==> config.mk <==
export PLATFORM = sky130hd
export DESIGN_NAME = pipe_mem_wb_stage
export DESIGN_NICKNAME = d
export VERILOG_FILES = /design/src/rtl/pipe_mem_wb_stage.sv
export SDC_FILE = /design/constraint.sdc
export NUM_CORES = 1
export LEC_CHECK = 0
export CELL_PAD_IN_SITES_DETAIL_PLACEMENT = 1
export CELL_PAD_IN_SITES_GLOBAL_PLACEMENT = 1
export CORE_MARGIN = 3
export CORE_UTILIZATION = 46
export CTS_CLUSTER_SIZE = 16
export DETAILED_ROUTE_END_ITERATION = 10
export GPL_TIMING_DRIVEN = 0
export PLACE_DENSITY_LB_ADDON = 0.12
export SETUP_SLACK_MARGIN = 0.4
export SKIP_LAST_GASP = 1
export SLEW_MARGIN = 15
export SYNTH_ARGS = -nofsm -noshare
export SYNTH_HDL_FRONTEND = slang
export SYNTH_SLANG_ARGS = --single-unit
==> constraint.sdc <==
create_clock -name clock -period 3.85 [get_ports clock]
set_input_delay 0.77 -clock clock [delete_from_list [all_inputs] [get_ports clock]]
set_output_delay 0.77 -clock clock [all_outputs]
set_load 0.02 [all_outputs]
==> src/rtl/pipe_mem_wb_stage.sv <==
`default_nettype none
// ============================================================================
//  Module   : pipe_mem_wb_stage
//  Purpose  : MEM stage and MEM/WB pipeline register. Data RAM plus
//             memory-mapped I/O; optional misaligned-access trap enabled
//             by defining MISALIGN_TRAP_EN.
//  Revision : 1.0 - initial release
// ============================================================================
module pipe_mem_wb_stage #(
    parameter int DEPTH_LOG2 = 5,
    parameter int IO_BIT     = 7
) (
    input  logic        clock,
    input  logic        resetn,
    input  logic        mwreg,
    input  logic        mm2reg,
    input  logic        mwmem,
    input  logic [31:0] malu,
    input  logic [31:0] mb,
    input  logic [4:0]  mrn,
    input  logic [31:0] in_port0,
    input  logic [31:0] in_port1,
    output logic        wwreg,
    output logic        wm2reg,
    output logic [31:0] wmo,
    output logic [31:0] walu,
    output logic [4:0]  wrn,
    output logic [31:0] out_port0,
    output logic [31:0] out_port1,
    output logic        merr
);

    localparam int c_ram_depth = 1 << DEPTH_LOG2;

    logic [31:0]           ram_mem [c_ram_depth];

    logic                  w_io;
    logic [DEPTH_LOG2-1:0] w_ram_idx;
    logic [1:0]            w_io_off;
    logic                  w_misalign;
    logic                  w_store_ram;
    logic                  w_store_io;
    logic [31:0]           w_rd_data;
    logic                  w_unused_malu;

    logic        wwreg_d,     wwreg_q;
    logic        wm2reg_d,    wm2reg_q;
    logic [31:0] wmo_d,       wmo_q;
    logic [31:0] walu_d,      walu_q;
    logic [4:0]  wrn_d,       wrn_q;
    logic [31:0] out_port0_d, out_port0_q;
    logic [31:0] out_port1_d, out_port1_q;
    logic        merr_d,      merr_q;

    assign w_io          = malu[IO_BIT];
    assign w_ram_idx     = malu[DEPTH_LOG2+1:2];
    assign w_io_off      = malu[3:2];
    // High address bits alias onto the RAM; they are deliberately ignored.
    assign w_unused_malu = ^malu;

`ifdef MISALIGN_TRAP_EN
    assign w_misalign = (mwmem | mm2reg) && (malu[1:0] != 2'b00);
`else
    assign w_misalign = 1'b0;
`endif

    assign w_store_ram = mwmem & ~w_misalign & ~w_io;
    assign w_store_io  = mwmem & ~w_misalign &  w_io;

    // Read-first: the RAM word is taken before this edge's write lands.
    always_comb begin
        w_rd_data = ram_mem[w_ram_idx];
        if (w_io) begin
            case (w_io_off)
                2'd0:    w_rd_data = out_port0_q;
                2'd1:    w_rd_data = out_port1_q;
                2'd2:    w_rd_data = in_port0;
                default: w_rd_data = in_port1;
            endcase
        end
    end

    always_comb begin
        wwreg_d     = mwreg & ~w_misalign;
        wm2reg_d    = mm2reg;
        wmo_d       = w_rd_data;
        walu_d      = malu;
        wrn_d       = mrn;
        out_port0_d = out_port0_q;
        out_port1_d = out_port1_q;
        if (w_store_io && (w_io_off == 2'd0)) begin
            out_port0_d = mb;
        end
        if (w_store_io && (w_io_off == 2'd1)) begin
            out_port1_d = mb;
        end
`ifdef MISALIGN_TRAP_EN
        merr_d = merr_q | w_misalign;
`else
        merr_d = 1'b0;
`endif
    end

    // RAM has no reset; contents survive resetn, but a store in a reset cycle is dropped.
    always_ff @(posedge clock) begin
        if (resetn && w_store_ram) begin
            ram_mem[w_ram_idx] <= mb;
        end
    end

    always_ff @(posedge clock) begin
        if (!resetn) begin
            wwreg_q     <= 1'b0;
            wm2reg_q    <= 1'b0;
            wmo_q       <= 32'd0;
            walu_q      <= 32'd0;
            wrn_q       <= 5'd0;
            out_port0_q <= 32'd0;
            out_port1_q <= 32'd0;
            merr_q      <= 1'b0;
        end else begin
            wwreg_q     <= wwreg_d;
            wm2reg_q    <= wm2reg_d;
            wmo_q       <= wmo_d;
            walu_q      <= walu_d;
            wrn_q       <= wrn_d;
            out_port0_q <= out_port0_d;
            out_port1_q <= out_port1_d;
            merr_q      <= merr_d;
        end
    end

    assign wwreg     = wwreg_q;
    assign wm2reg    = wm2reg_q;
    assign wmo       = wmo_q;
    assign walu      = walu_q;
    assign wrn       = wrn_q;
    assign out_port0 = out_port0_q;
    assign out_port1 = out_port1_q;
    assign merr      = merr_q;

endmodule
`default_nettype wire

==> run summary <==
Pre-antenna DRT Iters - 5
RSZ-0062 raised after global routing - no
Hold WC Path Type - reg -> reg
std cell rows - 113
Clock Path Buffers - 3
Pwr per Cell Area - 487.9 nW/um^2
leakage - 18.11 nW
Critical path origin - malu[2]
Tcrit/Tclk final - 0.9064
busiest grt layer - met2
GP Congestion - 0.8794
Chip Width - 317.1 um
Worst EP required - 4.37 ns
prevailing post-synth register cell - edfxtp_1
root buffer cell - clkbuf_16
R2R setup slack - 1.42 ns
CTS clock-pin slew for the worst setup and hold paths - 0.06 ns
mapped cell area - 44530 um^2
via-per-instance ratio - 6.046
CP endpoint - wmo[25]
pin count of the biggest net entering global routing - 35
Worst-Skew Late Latency - 0.69 ns
synthesized net count - 2639
first-iteration detailed-routing DRC count - 3240
htree depth - 3
crit path DAT - 4.01 ns
worst r2r src - ram_mem[3][15]
Final Slew Violations - 0
fmax - 286.6 MHz
Syn Inst Count - 2501
DRC errors left - 0
Worst Setup Slack, final - 0.3602 ns
CTS tree - yes
vias after detailed routing - 26167
initial antenna violation count - 9
ANT nets after route - 0
Layout Nets - 3101
count of cell types in the netlist - 52
met3 Use GR - 0.05389
Max Cap Violations - 0
Port Buffers - 270
clk sinks - 1159
Initial Utilization - 0.4666
Detail Placement HPWL - 96030 um
crit path time final - 3.490 ns
WL per Instance - 32.77 um
vias in the first global route - 26824
skew final - 0.02152 ns
Seq/Total Area, Yosys - 0.7513
global-route wire length before repair - 197500 um
Startpoint Class - primary input
share of layout cells above drive strength 1 - 0.1814
met1 Usage GRT - 0.3896
maximum vdd drop - 0.3432 mV
Layout area overhead - 21.24%
core area - 95440 um^2
asr flop ratio synth - 0
pre-CTS setup slack - -1.179 ns
Rel. slew slack - 0.1924
FF-to-FF path depth - 4
worst r2r dst - wmo[15]
Syn Area/Cell - 17.80 um^2
warning count from the yosys run - 0
worst slew pin tran - 1.209 ns
Setup-failing EPs final - 0
Fin. Hold Viols - 0
Final Util - 0.5657
Ports - 274
outcome - completed
most frequent cells in the layout - edfxtp_1, mux2i_1, clkdlybuf4s50_1
CP max FO - 10
Num CTS Buffers - 115
most common cell after layout, fill and taps aside - edfxtp_1
Post-Route WL - 141800 um
all-layer global routing usage - 0.2790
met2 GRT Util - 0.4512
crit end category - flop
Die Y - 317.1 um
critical path class - in -> reg
grt total ovfl - 0
total die area - 100600 um^2
Seq cells post-synth - 1159
EDFF count, synth - 1024
==> kinds of logic (layout without fill, tap and decap cells) <==
logic type	after synthesis	after routing	share of synthesized area
multiplexers	471	471	0.1394
buffers and inverters	157	716	0.01793
other	1	4	0.00008422
AND/OR/NAND/NOR	378	378	0.04018
flip-flops	1159	1159	0.7513
AO/OA/AOI/OAI	335	335	0.05109
==> cell usage after synthesis, drive strengths merged, types with 3 or more instances <==
cell,n,area share
edfxtp,1024,0.69
mux2i,339,0.076
nand2,166,0.014
dfxtp,135,0.061
mux4,118,0.060
o22ai,101,0.014
buf,96,0.013
nor2,67,0.0056
a21boi,64,0.011
o21ai,62,0.0070
clkbuf,58,0.0049
and2,56,0.0079
a31oi,29,0.0041
a21oi,21,0.0024
nand3,21,0.0024
nor3,19,0.0022
a22oi,18,0.0030
a2111oi,16,0.0054
nor4,15,0.0021
mux2,14,0.0035
a211oi,12,0.0020
nor2b,7,0.00098
nand4bb,5,0.0013
inv,3,0.00025
nand2b,3,0.00042
nand4b,3,0.00059
or3,3,0.00042
or4b,3,0.00067
==> routing by layer <==
layer	up-vias	share of wire
li1	10836	-
met1	13761	0.41
met2	1364	0.48
met3	202	0.094
met4	4	0.024
met5	-	0.00019
==> flip-flops by register name, summed over array words and instances (netlist names) <==
signal	flops
wwreg	1
out_port0	32
out_port1	32
walu	32
wm2reg	1
ram_mem	1024
wmo	32
wrn	5
==> repair_timing <==
action	CTS	global route
resized for setup	4	14
pin swaps	27	4
hold buffers	0	0
endpoints found under the setup margin	717	89
buffers inserted	35	6
==> layout make-up <==
cell class | count | area, um^2
antenna | 3 | 7.507
buffer | 154 | 797.0
clock buffer | 166 | 3294
clock inverter | 48 | 330.3
fill | 8604 | 41450
inverter | 3 | 11.26
multi-input combinational | 1185 | 10600
sequential | 1159 | 33450
tap | 1265 | 1583
timing repair buffer | 345 | 3909
==> through the flow <==
stage               power, mW  cell area [um^2]  setup TNS (ns)  cells  hold slack (ns)
floorplan               14.83             44540               0   2501           0.5408
global placement        15.70             48830        -2237.17   4036           0.4609
detailed placement      15.74             49670         -654.78   4070           0.4742
CTS                     26.45             53870               0   4319           0.4856
global route            27.11             53980               0   4326           0.5144
finish                  26.34             53980               0   4328           0.4823
==> worst max-delay path: stages <==
cell             delay (ns)
clkdlybuf4s50_1        0.65
buf_6                  0.22
or4b_1                 0.18
clkbuf_1               0.73
o22ai_1                0.22
a2111oi_2              1.05
a31oi_1                0.17
==> how the worst min path moves through the flow <==
stage / from / end / slack, ns / cells after the start
finish: out_port1[14] / out_port1[14] / 0.48 / 2
global route: out_port1[14] / out_port1[14] / 0.51 / 2
CTS: out_port1[14] / out_port1[14] / 0.49 / 2
detailed placement: out_port1[14] / out_port1[14] / 0.47 / 2
global placement: out_port1[14] / out_port1[14] / 0.46 / 2
floorplan: out_port0[24] / out_port0[24] / 0.54 / 2
==> power by group <==
group	internal (mW)	leakage, nW	switching, mW
logic	0.619	5.99	1.07
registers	13.8	10.3	0.0411
clock network	6.18	1.81	4.66
total	20.6	18.1	5.77
Power figures use the tool's default switching activity.
